===== config.mk =====
export PLATFORM = sky130hd
export DESIGN_NAME = alu_exec_unit_flat
export DESIGN_NICKNAME = d
export VERILOG_FILES = /design/src/rtl/alu_pkg.sv /design/src/rtl/alu_exec_unit_if.sv /design/src/rtl/alu_mul_seq.sv /design/src/rtl/alu_exec_unit.sv /design/src/flat_wrapper.sv
export SDC_FILE = /design/constraint.sdc
export NUM_CORES = 1
export LEC_CHECK = 0
export CELL_PAD_IN_SITES_DETAIL_PLACEMENT = 0
export CELL_PAD_IN_SITES_GLOBAL_PLACEMENT = 1
export CORE_UTILIZATION = 45
export CTS_BUF_LIST = sky130_fd_sc_hd__clkbuf_4
export DETAILED_ROUTE_END_ITERATION = 8
export PLACE_DENSITY = 0.9
export SLEW_MARGIN = 0
export SYNTH_ARGS = -nofsm -noshare
export SYNTH_HDL_FRONTEND = slang
export SYNTH_HIERARCHICAL = 1
export SYNTH_SLANG_ARGS = --single-unit

===== constraint.sdc =====
create_clock -name clk -period 1.15 [get_ports clk]
set_input_delay 0.1725 -clock clk [delete_from_list [all_inputs] [get_ports clk]]
set_output_delay 0.1725 -clock clk [all_outputs]
set_load 0.02 [all_outputs]

===== src/rtl/alu_pkg.sv =====
// Shared constants for the ALU execute unit: opcodes, FSM encoding, flag indices.
package alu_pkg;

  localparam logic [3:0] ALU_OP_ADD = 4'd0;
  localparam logic [3:0] ALU_OP_ADC = 4'd1;
  localparam logic [3:0] ALU_OP_SUB = 4'd2;
  localparam logic [3:0] ALU_OP_SBC = 4'd3;
  localparam logic [3:0] ALU_OP_AND = 4'd4;
  localparam logic [3:0] ALU_OP_OR  = 4'd5;
  localparam logic [3:0] ALU_OP_XOR = 4'd6;
  localparam logic [3:0] ALU_OP_NOT = 4'd7;
  localparam logic [3:0] ALU_OP_LSL = 4'd8;
  localparam logic [3:0] ALU_OP_LSR = 4'd9;
  localparam logic [3:0] ALU_OP_ASR = 4'd10;
  localparam logic [3:0] ALU_OP_MOV = 4'd11;
  localparam logic [3:0] ALU_OP_MUL = 4'd12;

  typedef enum logic [1:0] {
    ST_IDLE = 2'd0,
    ST_BUSY = 2'd1,
    ST_DONE = 2'd2
  } state_t;

  localparam int FLAG_C = 0;
  localparam int FLAG_V = 1;
  localparam int FLAG_Z = 2;
  localparam int FLAG_N = 3;

  function automatic logic [3:0] mk_flags(
    input logic n, input logic z,
    input logic c, input logic v);
    logic [3:0] f;
    f = '0;
    f[FLAG_N] = n;
    f[FLAG_Z] = z;
    f[FLAG_C] = c;
    f[FLAG_V] = v;
    return f;
  endfunction

endpackage


===== src/rtl/alu_exec_unit_if.sv =====
// Decode-to-execute op bus with result/flags return path.
interface alu_exec_unit_if #(
  parameter int WIDTH = 32
);
  logic             op_valid;
  logic             op_ready;
  logic [3:0]       op_code;
  logic [WIDTH-1:0] op_a;
  logic [WIDTH-1:0] op_b;
  logic             cf_curr;
  logic             nf_curr;
  logic             zf_curr;
  logic             vf_curr;
  logic [WIDTH-1:0] alu_out;
  logic             alu_ack;
  logic             cf;
  logic             nf;
  logic             zf;
  logic             vf;
  logic             op_illegal;

  modport master (
    output op_valid, op_code, op_a, op_b,
    output cf_curr, nf_curr, zf_curr, vf_curr,
    input  op_ready, alu_out, alu_ack,
    input  cf, nf, zf, vf, op_illegal
  );

  modport slave (
    input  op_valid, op_code, op_a, op_b,
    input  cf_curr, nf_curr, zf_curr, vf_curr,
    output op_ready, alu_out, alu_ack,
    output cf, nf, zf, vf, op_illegal
  );
endinterface


===== src/rtl/alu_mul_seq.sv =====
// Shift-add multiplier, one multiplier bit per clock; first step runs on start.
module alu_mul_seq #(
  parameter int WIDTH = 32
) (
  input  logic               clk,
  input  logic               rst,
  input  logic               start_i,
  input  logic [WIDTH-1:0]   a_i,
  input  logic [WIDTH-1:0]   b_i,
  output logic               done_o,
  output logic [2*WIDTH-1:0] prod_o
);

  localparam int CW = $clog2(WIDTH) + 1;

  logic [2*WIDTH-1:0] prod_q, prod_d;
  logic [WIDTH-1:0]   mcand_q;
  logic [CW-1:0]      cnt_q;
  logic               busy_q;

  // Upper half accumulates, whole register shifts right one bit per step.
  function automatic logic [2*WIDTH-1:0] step(
    input logic [2*WIDTH-1:0] p,
    input logic [WIDTH-1:0]   m);
    logic [WIDTH:0] acc;
    acc = {1'b0, p[2*WIDTH-1:WIDTH]}
        + (p[0] ? {1'b0, m} : {(WIDTH+1){1'b0}});
    return {acc, p[WIDTH-1:1]};
  endfunction

  always_comb begin
    prod_d = start_i ? step({{WIDTH{1'b0}}, b_i}, a_i)
                     : step(prod_q, mcand_q);
  end

  always_ff @(posedge clk or posedge rst) begin
    if (rst) begin
      prod_q  <= '0;
      mcand_q <= '0;
      cnt_q   <= '0;
      busy_q  <= 1'b0;
    end else if (start_i) begin
      prod_q  <= prod_d;
      mcand_q <= a_i;
      cnt_q   <= CW'(1);
      busy_q  <= 1'b1;
    end else if (busy_q) begin
      if (cnt_q == CW'(WIDTH)) begin
        busy_q <= 1'b0;
      end else begin
        prod_q <= prod_d;
        cnt_q  <= cnt_q + CW'(1);
      end
    end
  end

  assign done_o = busy_q && (cnt_q == CW'(WIDTH));
  assign prod_o = prod_q;

endmodule


===== src/rtl/alu_exec_unit.sv =====
// Handshaked ALU execute stage; registered result, NZCV flags and ack pulse.
// Define ALU_EXEC_MUL_EN to enable the sequential MUL (opcode 12).
module alu_exec_unit
  import alu_pkg::*;
#(
  parameter int WIDTH = 32
) (
  input  logic       clk,
  input  logic       rst,
  alu_exec_unit_if.slave bus
);

  localparam int SHW = $clog2(WIDTH);

  state_t             state_q, state_d;
  logic [WIDTH-1:0]   out_q, out_d;
  logic [3:0]         flg_q, flg_d;
  logic               ack_q, ack_d;
  logic               ill_q, ill_d;

  logic               xfer, is_mul, legal;
  logic [WIDTH-1:0]   a, b, bop, res;
  logic [WIDTH:0]     sum, sh;
  logic [SHW-1:0]     amt;
  logic               cin, c, v;
  logic [3:0]         alu_f, mul_f;
  logic               mul_done;
  logic [2*WIDTH-1:0] mul_prod;
  logic               unused_flags;

  assign a   = bus.op_a;
  assign b   = bus.op_b;
  assign amt = b[SHW-1:0];
  assign unused_flags = bus.nf_curr ^ bus.zf_curr;

  assign bus.op_ready = (state_q != ST_BUSY);
  assign xfer = bus.op_valid && bus.op_ready;

`ifdef ALU_EXEC_MUL_EN
  assign is_mul = (bus.op_code == ALU_OP_MUL);

  alu_mul_seq #(.WIDTH(WIDTH)) u_mul (
    .clk     (clk),
    .rst     (rst),
    .start_i (xfer && is_mul),
    .a_i     (a),
    .b_i     (b),
    .done_o  (mul_done),
    .prod_o  (mul_prod)
  );
`else
  assign is_mul   = 1'b0;
  assign mul_done = 1'b0;
  assign mul_prod = '0;
`endif

  assign legal = (bus.op_code <= ALU_OP_MOV) || is_mul;

  // Subtract is a + ~b + carry-in, so C=1 means no borrow.
  always_comb begin
    bop = b;
    cin = 1'b0;
    unique case (bus.op_code)
      ALU_OP_ADC: cin = bus.cf_curr;
      ALU_OP_SUB: begin bop = ~b; cin = 1'b1;        end
      ALU_OP_SBC: begin bop = ~b; cin = bus.cf_curr; end
      default: ;
    endcase
    sum = {1'b0, a} + {1'b0, bop} + {{WIDTH{1'b0}}, cin};
  end

  always_comb begin
    res = '0;
    sh  = '0;
    c   = bus.cf_curr;
    v   = bus.vf_curr;
    unique case (bus.op_code)
      ALU_OP_ADD, ALU_OP_ADC,
      ALU_OP_SUB, ALU_OP_SBC: begin
        res = sum[WIDTH-1:0];
        c   = sum[WIDTH];
        v   = (a[WIDTH-1] == bop[WIDTH-1])
           && (sum[WIDTH-1] != a[WIDTH-1]);
      end
      ALU_OP_AND: res = a & b;
      ALU_OP_OR:  res = a | b;
      ALU_OP_XOR: res = a ^ b;
      ALU_OP_NOT: res = ~a;
      ALU_OP_MOV: res = b;
      ALU_OP_LSL: begin
        sh  = {1'b0, a} << amt;
        res = sh[WIDTH-1:0];
        if (amt != '0) c = sh[WIDTH];
      end
      ALU_OP_LSR: begin
        sh  = {a, 1'b0} >> amt;
        res = sh[WIDTH:1];
        if (amt != '0) c = sh[0];
      end
      ALU_OP_ASR: begin
        sh  = $signed({a, 1'b0}) >>> amt;
        res = sh[WIDTH:1];
        if (amt != '0) c = sh[0];
      end
      default: res = '0;
    endcase
  end

  assign alu_f = mk_flags(res[WIDTH-1], res == '0, c, v);
  assign mul_f = mk_flags(mul_prod[WIDTH-1],
                          mul_prod[WIDTH-1:0] == '0,
                          |mul_prod[2*WIDTH-1:WIDTH],
                          |mul_prod[2*WIDTH-1:WIDTH]);

  always_comb begin
    state_d = state_q;
    out_d   = out_q;
    flg_d   = flg_q;
    ack_d   = 1'b0;
    ill_d   = ill_q;
    unique case (state_q)
      ST_IDLE, ST_DONE: begin
        state_d = ST_IDLE;
        if (xfer) begin
          if (is_mul) begin
            state_d = ST_BUSY;
          end else begin
            ack_d = 1'b1;
            ill_d = !legal;
            if (legal) begin
              out_d = res;
              flg_d = alu_f;
            end
          end
        end
      end
      ST_BUSY: begin
        if (mul_done) begin
          state_d = ST_DONE;
          ack_d   = 1'b1;
          ill_d   = 1'b0;
          out_d   = mul_prod[WIDTH-1:0];
          flg_d   = mul_f;
        end
      end
      default: state_d = ST_IDLE;
    endcase
  end

  always_ff @(posedge clk or posedge rst) begin
    if (rst) begin
      state_q <= ST_IDLE;
      out_q   <= '0;
      flg_q   <= '0;
      ack_q   <= 1'b0;
      ill_q   <= 1'b0;
    end else begin
      state_q <= state_d;
      out_q   <= out_d;
      flg_q   <= flg_d;
      ack_q   <= ack_d;
      ill_q   <= ill_d;
    end
  end

  assign bus.alu_out    = out_q;
  assign bus.alu_ack    = ack_q;
  assign bus.op_illegal = ill_q;
  assign bus.cf = flg_q[FLAG_C];
  assign bus.nf = flg_q[FLAG_N];
  assign bus.zf = flg_q[FLAG_Z];
  assign bus.vf = flg_q[FLAG_V];

endmodule


===== src/flat_wrapper.sv =====
// flat-port wrapper written by rule: the top's interface ports become plain ports
module alu_exec_unit_flat import alu_pkg::*;
#(
  parameter int WIDTH = 32
)
  (clk, rst, bus_op_valid, bus_op_code, bus_op_a, bus_op_b, bus_cf_curr, bus_nf_curr, bus_zf_curr, bus_vf_curr, bus_op_ready, bus_alu_out, bus_alu_ack, bus_cf, bus_nf, bus_zf, bus_vf, bus_op_illegal);
  alu_exec_unit_if #(.WIDTH(WIDTH)) bus_i ();
  input  logic clk;
  input  logic rst;
  input wire logic [$bits(bus_i.op_valid)-1:0] bus_op_valid;
  input wire logic [$bits(bus_i.op_code)-1:0] bus_op_code;
  input wire logic [$bits(bus_i.op_a)-1:0] bus_op_a;
  input wire logic [$bits(bus_i.op_b)-1:0] bus_op_b;
  input wire logic [$bits(bus_i.cf_curr)-1:0] bus_cf_curr;
  input wire logic [$bits(bus_i.nf_curr)-1:0] bus_nf_curr;
  input wire logic [$bits(bus_i.zf_curr)-1:0] bus_zf_curr;
  input wire logic [$bits(bus_i.vf_curr)-1:0] bus_vf_curr;
  output wire logic [$bits(bus_i.op_ready)-1:0] bus_op_ready;
  output wire logic [$bits(bus_i.alu_out)-1:0] bus_alu_out;
  output wire logic [$bits(bus_i.alu_ack)-1:0] bus_alu_ack;
  output wire logic [$bits(bus_i.cf)-1:0] bus_cf;
  output wire logic [$bits(bus_i.nf)-1:0] bus_nf;
  output wire logic [$bits(bus_i.zf)-1:0] bus_zf;
  output wire logic [$bits(bus_i.vf)-1:0] bus_vf;
  output wire logic [$bits(bus_i.op_illegal)-1:0] bus_op_illegal;
  assign bus_i.op_valid = bus_op_valid;
  assign bus_i.op_code = bus_op_code;
  assign bus_i.op_a = bus_op_a;
  assign bus_i.op_b = bus_op_b;
  assign bus_i.cf_curr = bus_cf_curr;
  assign bus_i.nf_curr = bus_nf_curr;
  assign bus_i.zf_curr = bus_zf_curr;
  assign bus_i.vf_curr = bus_vf_curr;
  assign bus_op_ready = bus_i.op_ready;
  assign bus_alu_out = bus_i.alu_out;
  assign bus_alu_ack = bus_i.alu_ack;
  assign bus_cf = bus_i.cf;
  assign bus_nf = bus_i.nf;
  assign bus_zf = bus_i.zf;
  assign bus_vf = bus_i.vf;
  assign bus_op_illegal = bus_i.op_illegal;
  alu_exec_unit #(.WIDTH(WIDTH)) u_core (.clk(clk), .rst(rst), .bus(bus_i));
endmodule

==> out/qor.txt, run 1 <==
status: stopped before the end
Exit stage: global routing
error message: [ERROR GRT-0232] Routing congestion too high. Check the congestion heatmap in the GUI.
H-tree depth: 2
post-synthesis cell count: 1392
# port buffers: 110
CTS Hold Bufs: 0
grt total ovfl: 223
Top FF cell, synth: dfrtp_1
HPWL Detailed: 42.35 mm
Post-Syn Area: 0.01072 sq mm
number of synthesized flops with an enable pin: 0
initial core utilization: 45.80%
synth unique cells: 89
largest net degree at the start of global routing: 42
Root Driver: clkbuf_4
die height: 156.3 um
count leader, synth: nor2_1
# clock sinks: 37
Ports: 114
clk buf depth: 2
Synth top cells by count: 114 x nor2_1, 105 x nand2_1, 96 x ha_1, 93 x a21oi_1
number of synthesized register bits: 37
Core Rows: 56
chip width: 156.3 um
total CTS buffers: 5
sequential element share of the synthesized area: 8.638%
Area after DPL: 0.01589 sq mm
Async SR Flop Fraction: 100.0%
Syn Area/Cell: 7.700 sq um
GPL Wtd Cong: 1.126
syn_nets: 1565
gr usage total: 77.25%
post-synth top area cell: ha_1
top-area cell type share of the netlist area: 11.21%
synth warn: 6
ranking of synthesized cells by area: ha_1 11%, dfrtp_1 8.6%, mux4_2 8.6%, mux2i_1 7.6%, a21oi_1 4.3%
through the flow:
step	setup TNS [ns]	setup WS (ns)	utilization, %	instances
floorplan	-73.15	-2.682	-	1392
global placement	-81.50	-3.020	67.91	2227
detailed placement	-85.69	-3.104	67.91	2227
CTS	-54.64	-2.227	75.13	2306
repair_timing:
item	4_1_cts
gates cloned	6
buffers inserted	72
endpoints found under the setup margin	73
pin swaps	112
resized for setup	446
routing by layer:
metal	track usage, %	overflow
met5	39.96	1
met4	77.50	98
met3	68.73	8
met2	88.10	109
met1	76.76	7
cells by family after synthesis:
family | after synthesis | synth area share (%)
other cells | 1 | 0.03498
compound gates | 433 | 27.66
buf+inv | 211 | 8.521
mux | 169 | 21.82
xor+xnor | 49 | 4.004
flops | 37 | 8.638
fa+ha+maj | 98 | 11.58
simple gates | 394 | 17.74
==> run 2, diff against run 1 <==
Settings changed: CELL_PAD_IN_SITES_DETAIL_PLACEMENT 0 to default, CELL_PAD_IN_SITES_GLOBAL_PLACEMENT 1 to default, CORE_UTILIZATION 45 to 40, CTS_BUF_LIST sky130_fd_sc_hd__clkbuf_4 to default, PLACE_DENSITY 0.9 to default, PLACE_DENSITY_LB_ADDON from default to 0.15.
==> run 2 against run 1 <==
The flow now finishes, with violations (DRC, setup timing). Synthesized cell count did not move. Area after synthesis stayed put.
==> out/qor.txt, run 2 <==
flop-to-flop setup slack: 0.37 ns
# diodes: 0
Die Area: 0.02746 sq mm
Fmax: 286.4 MHz
initial core utilization: 40.90%
top-area cell type share of the netlist area: 11.21%
Internal Pwr Total: 7.329 mW
CP Depth: 17
Net Switching: 5.980 mW
P per Cell Area: 735.4 mW/mm^2
RSZ-0062 raised after global routing: yes
crit-path max FO: 4
max_cap viols: 0
final setup fails: 35
grt total ovfl: 0
fin cells: 2322
GPL Wtd Cong: 1.036
failing checks: DRC, setup timing
Top FF cell, synth: dfrtp_1
CTS tree: yes
Worst R2R Path Depth: 1
status: finished, violations left
Synth top cells by count: 114 x nor2_1, 105 x nand2_1, 96 x ha_1, 93 x a21oi_1
gr usage total: 41.45%
Post-Syn Area: 0.01072 sq mm
clk buf depth: 2
Root Driver: clkbuf_16
area grow syn2layout: 68.85%
final hold violation count: 0
post-synthesis cell count: 1392
share of layout cells above drive strength 1: 47.81%
max reg flops: 32
die height: 165.7 um
CP startpoint kind: input pin
first-pass GRT wire length: 86.42 mm
vias in the first global route: 13920
Max Transition Viols Final: 0
synth unique cells: 89
Peak supply drop: 743.5 uV
ranking of synthesized cells by area: ha_1 11%, dfrtp_1 8.6%, mux4_2 8.6%, mux2i_1 7.6%, a21oi_1 4.3%
HPWL Detailed: 45.44 mm
commonest non-fill, non-tap cell in the layout: buf_4
clock share of power: 10.2%
RR Startpoint: u_core/bus.alu_out[28]$_DFFE_PP0P_
Async SR Flop Fraction: 100.0%
drt pass-1 iters: 9
Core Rows: 59
Worst slew margin: 44.97%
Final WS setup: -2.342 ns
largest net degree at the start of global routing: 42
sw frac: 44.93%
Worst Hold Class: in2async
placed insts: 2252
final net count: 2159
Bufs and invs on worst path: 2
Post-DRT Antenna Nets: 0
CP Class: in2reg
CP arrival: 3.69 ns
critical-path cell list: buf_6 > nor2_4 > and2_4 > xnor2_4 > fa_2 > fa_2 > nor2b_4 > o2111ai_4 > buf_6 > a211o_1 > a21oi_2 > xnor2_1 > o221a_2 > nand4_1 > nor4_2 > nand4_1 > o32ai_2
total CTS buffers: 5
Comb power frac: 77.1%
static leakage: 8.319 nW
worst r2r dst: u_core/bus.alu_out[28]$_DFFE_PP0P_
number of synthesized register bits: 37
Slew @ Worst Pin: 0.8237 ns
Fillers: 2166
Layout Utilization: 69.06%
clock transition at the registers of the reported paths: 0.06 ns
Layout Skew: 0 ns
post-synth top area cell: ha_1
most frequent cells in the layout: 535 x buf_4, 101 x nor2_1, 96 x nand2_1
post-layout minimum cycle time: 3.492 ns
vias per inst: 6.174
CP max-delay cell: fa_2
clock latency on the worst-skew pair: 0.28 ns
Ports: 114
H-tree depth: 2
# port buffers: 110
core area: 0.02621 sq mm
DR iter-0 viols: 1691
count leader, synth: nor2_1
drc violations: 13
DR WL/cell: 25.18 um
number of synthesized flops with an enable pin: 0
share of power burned in registers: 12.7%
Syn Area/Cell: 7.700 sq um
Setup crit end kind: flip-flop
final WL: 58.47 mm
critical path's top delay family: simple AND/OR/NAND/NOR gates
period utilization: 303.7%
chip width: 165.7 um
antenna violations before repair: 0
total number of vias: 14340
syn_nets: 1565
Req. time, crit path: 1.35 ns
Crit path largest cell delay: 0.39 ns
# clock sinks: 37
sequential element share of the synthesized area: 8.638%
synth warn: 6
## run 2: cell counts after synthesis
No cell type changed its count.
## run 2: timing repair
item / 4_1_cts / 5_1_grt
setup endpoints to repair: 74 / 59
resized for setup: 351 / 126
cloned: 7 / 0
pin swaps: 79 / 86
hold buffers: 0 / 0
buffers inserted: 43 / 28
## run 2: kinds of logic after synthesis
kind of cell    count (synthesis)  share of synthesized area [%]
buf+inv                       211                          8.521
other cells                     1                        0.03498
fa+ha+maj                      98                          11.58
compound gates                433                          27.66
mux                           169                          21.82
flops                          37                          8.638
xor+xnor                       49                          4.004
simple gates                  394                          17.74
## run 2: final cells by class
| type | count | area [sq um] | share of cell area [%] |
|---|---|---|---|
| Clock buffer | 5 | 125.1 | 0.6913 |
| Inverter | 79 | 296.5 | 1.638 |
| Tap cell | 335 | 419.2 | 2.316 |
| Sequential cell | 37 | 925.9 | 5.116 |
| Multi-Input combinational cell | 1145 | 10190 | 56.33 |
| Clock inverter | 3 | 17.52 | 0.09679 |
| Timing Repair Buffer | 718 | 6120 | 33.81 |
## run 2: worst max-delay path by stage
stage | start | to | slack, ns
floorplan | bus_op_code[3] | u_core/flg_q[2]$_DFFE_PP0P_ | -2.68
global placement | bus_op_code[3] | u_core/flg_q[2]$_DFFE_PP0P_ | -3.05
detailed placement | bus_op_code[3] | u_core/flg_q[2]$_DFFE_PP0P_ | -3.11
CTS | bus_op_code[2] | u_core/flg_q[2]$_DFFE_PP0P_ | -2.32
global route | bus_op_code[3] | u_core/flg_q[2]$_DFFE_PP0P_ | -2.48
finish | bus_op_code[3] | u_core/flg_q[2]$_DFFE_PP0P_ | -2.34
## run 2: metrics by stage
stage                     setup WS [ns]  setup TNS [ns]  total power, mW  area (sq um)  hold slack (ns)
after detailed placement         -3.110          -86.05            10.32         16040           0.4969
after floorplan                  -2.682          -73.15            5.874         10920           0.2039
final                            -2.342          -59.06            13.31         18100           0.2394
after global routing             -2.477          -61.64            13.92         18100           0.2583
after CTS                        -2.319          -57.88            12.57         17570           0.2419
after global placement           -3.055          -83.95            10.26         16040           0.4825
## run 2: metal layers
metal	track usage [%]	routed length, um
met3	7.073	5494
met5	0	0
met1	54.71	23670
met4	20.76	3361
met2	65.27	25940
## run 2: power groups by stage
stage | clock network [mW] | logic, mW | registers [mW]
after detailed placement | 0 | 8.60 | 1.72
after global placement | 0 | 8.56 | 1.70
after CTS | 1.39 | 9.49 | 1.70
after global routing | 1.44 | 10.8 | 1.73
final | 1.35 | 10.3 | 1.70
after floorplan | 0 | 3.87 | 2.01
## run 2: worst min-delay path, stage by stage
cell and delay (ns):
clkdlybuf4s50_1 0.39, inv_1 0.09, buf_12 0.23
Note: power is estimated with default switching activity, not from simulation.
==> run 3, diff against run 2 <==
Settings changed: REMOVE_ABC_BUFFERS from default to 1.
==> run 3 against run 2 <==
The run still ends with DRC, setup timing left. First-iteration DRC count down 3.7%. Setup slack gained 0.033 ns. Clock power increased by 26%. Critical path depth is 1 higher. Maximum frequency rose by 0.94%. Critical endpoint unchanged.
==> out/qor.txt, run 3 (same netlist as run 2, synthesis figures left out) <==
CP startpoint kind: input pin
Slew @ Worst Pin: 0.6691 ns
share of layout cells above drive strength 1: 49.03%
Overall Power: 13.91 mW
period utilization: 300.8%
Ports: 114
CP arrival: 3.66 ns
DR WL/cell: 25.34 um
RR Startpoint: u_core/flg_q[0]$_DFFE_PP0P_
Max Transition Viols Final: 0
# clock sinks: 37
total number of vias: 14670
Setup crit end kind: flip-flop
final net count: 2175
drt pass-1 iters: 9
DR iter-0 viols: 1629
Layout Utilization: 70.32%
static leakage: 8.431 nW
flop-to-flop setup slack: 0.24 ns
Root Driver: clkbuf_16
final WL: 59.25 mm
CP Class: in2reg
vias in the first global route: 14250
clk buf depth: 2
max_cap viols: 0
final setup fails: 35
Hold WS: 0.2264 ns
area grow syn2layout: 71.93%
worst r2r dst: u_core/flg_q[0]$_DFFE_PP0P_
# port buffers: 110
post-layout minimum cycle time: 3.460 ns
first-pass GRT wire length: 87.08 mm
failing checks: DRC, setup timing
Die Area: 0.02746 sq mm
Fmax: 289.0 MHz
drc violations: 18
H-tree depth: 2
largest net degree at the start of global routing: 42
pre-CTS setup slack: -3.498 ns
HPWL Detailed: 45.17 mm
crit-path max FO: 7
Layout Skew: 0 ns
initial core utilization: 40.90%
commonest non-fill, non-tap cell in the layout: buf_4
P per Cell Area: 754.8 mW/mm^2
vias per inst: 6.275
clock latency on the worst-skew pair: 0.30 ns
most frequent cells in the layout: 541 x buf_4, 102 x nor2_1, 93 x nand2_1
GPL Wtd Cong: 1.017
Req. time, crit path: 1.35 ns
chip width: 165.7 um
Peak supply drop: 826.3 uV
core area: 0.02621 sq mm
clock transition at the registers of the reported paths: 0.06 ns
Worst Hold Class: in2async
# diodes: 0
critical path startpoint: bus_op_code[3]
grt total ovfl: 0
total CTS buffers: 5
gr usage total: 41.67%
Worst R2R Path Depth: 3
die height: 165.7 um
CTS tree: yes
max reg flops: 32
Fillers: 2106
final hold violation count: 0
Worst slew margin: 54.92%
RSZ-0062 raised after global routing: yes
Core Rows: 59
Final WS setup: -2.310 ns
Post-DRT Antenna Nets: 0
antenna violations before repair: 0
status: finished, violations left
## run 3: per-stage QoR
stage / instances / TNS, ns / instance area, sq um
floorplan: 1260 / -131.69 / 10100
global placement: 2247 / -93.99 / 15930
detailed placement: 2247 / -95.60 / 15930
CTS: 2317 / -57.28 / 17820
global route: 2338 / -63.80 / 18430
finish: 2338 / -60.51 / 18430
## run 3: power by group
group | switching [mW] | internal [mW] | total, mW
registers | 0.147 | 1.55 | 1.70
clock network | 0.618 | 1.08 | 1.70
logic | 5.37 | 5.14 | 10.5
## run 3: metal layers
layer	up-vias	wire, um	track usage, %
met4	0	3323	19.99
met2	882	26640	66.93
met3	188	5800	6.882
li1	6474	-	-
met5	-	0	0
met1	7128	23480	54.42
## run 3: worst max-delay path by stage
stage,to,cells past startpoint
3_3_place_gp,u_core/flg_q[2]$_DFFE_PP0P_,17
4_1_cts,u_core/flg_q[2]$_DFFE_PP0P_,18
3_5_place_dp,u_core/flg_q[2]$_DFFE_PP0P_,17
6_report,u_core/flg_q[2]$_DFFE_PP0P_,18
2_1_floorplan,u_core/flg_q[2]$_DFFE_PP0P_,15
5_1_grt,u_core/flg_q[2]$_DFFE_PP0P_,20
## run 3: layout make-up
type                    count  area, sq um  area share, %
clock buffers               6        138.9         0.7536
clock inverters             2        37.54         0.2037
inverters                  79        299.0          1.623
multi-input cells        1144        10310          55.92
flip-flops and latches     37        925.9          5.024
well taps                 335        419.2          2.274
repair buffers            735         6302          34.20
## run 3: worst max-delay path, stage by stage
cell and delay [ns]:
buf_8 0.10, nor2_4 0.10, and2_4 0.15, buf_6 0.11, buf_12 0.14, xnor2_4 0.13
ha_4 0.24, a21o_1 0.20, or3_4 0.42, o2111ai_4 0.22, buf_6 0.15, a21oi_4 0.07
o311ai_4 0.35, a21oi_2 0.12, or3_1 0.37, a31oi_2 0.20, nand4_1 0.15, o32ai_2 0.27
## run 3: what timing repair did
action	CTS	global route
hold buffers	0	0
gates cloned	5	0
setup buffers	67	26
endpoints found under the setup margin	74	58
pin swaps	104	69
gates resized for setup	436	129
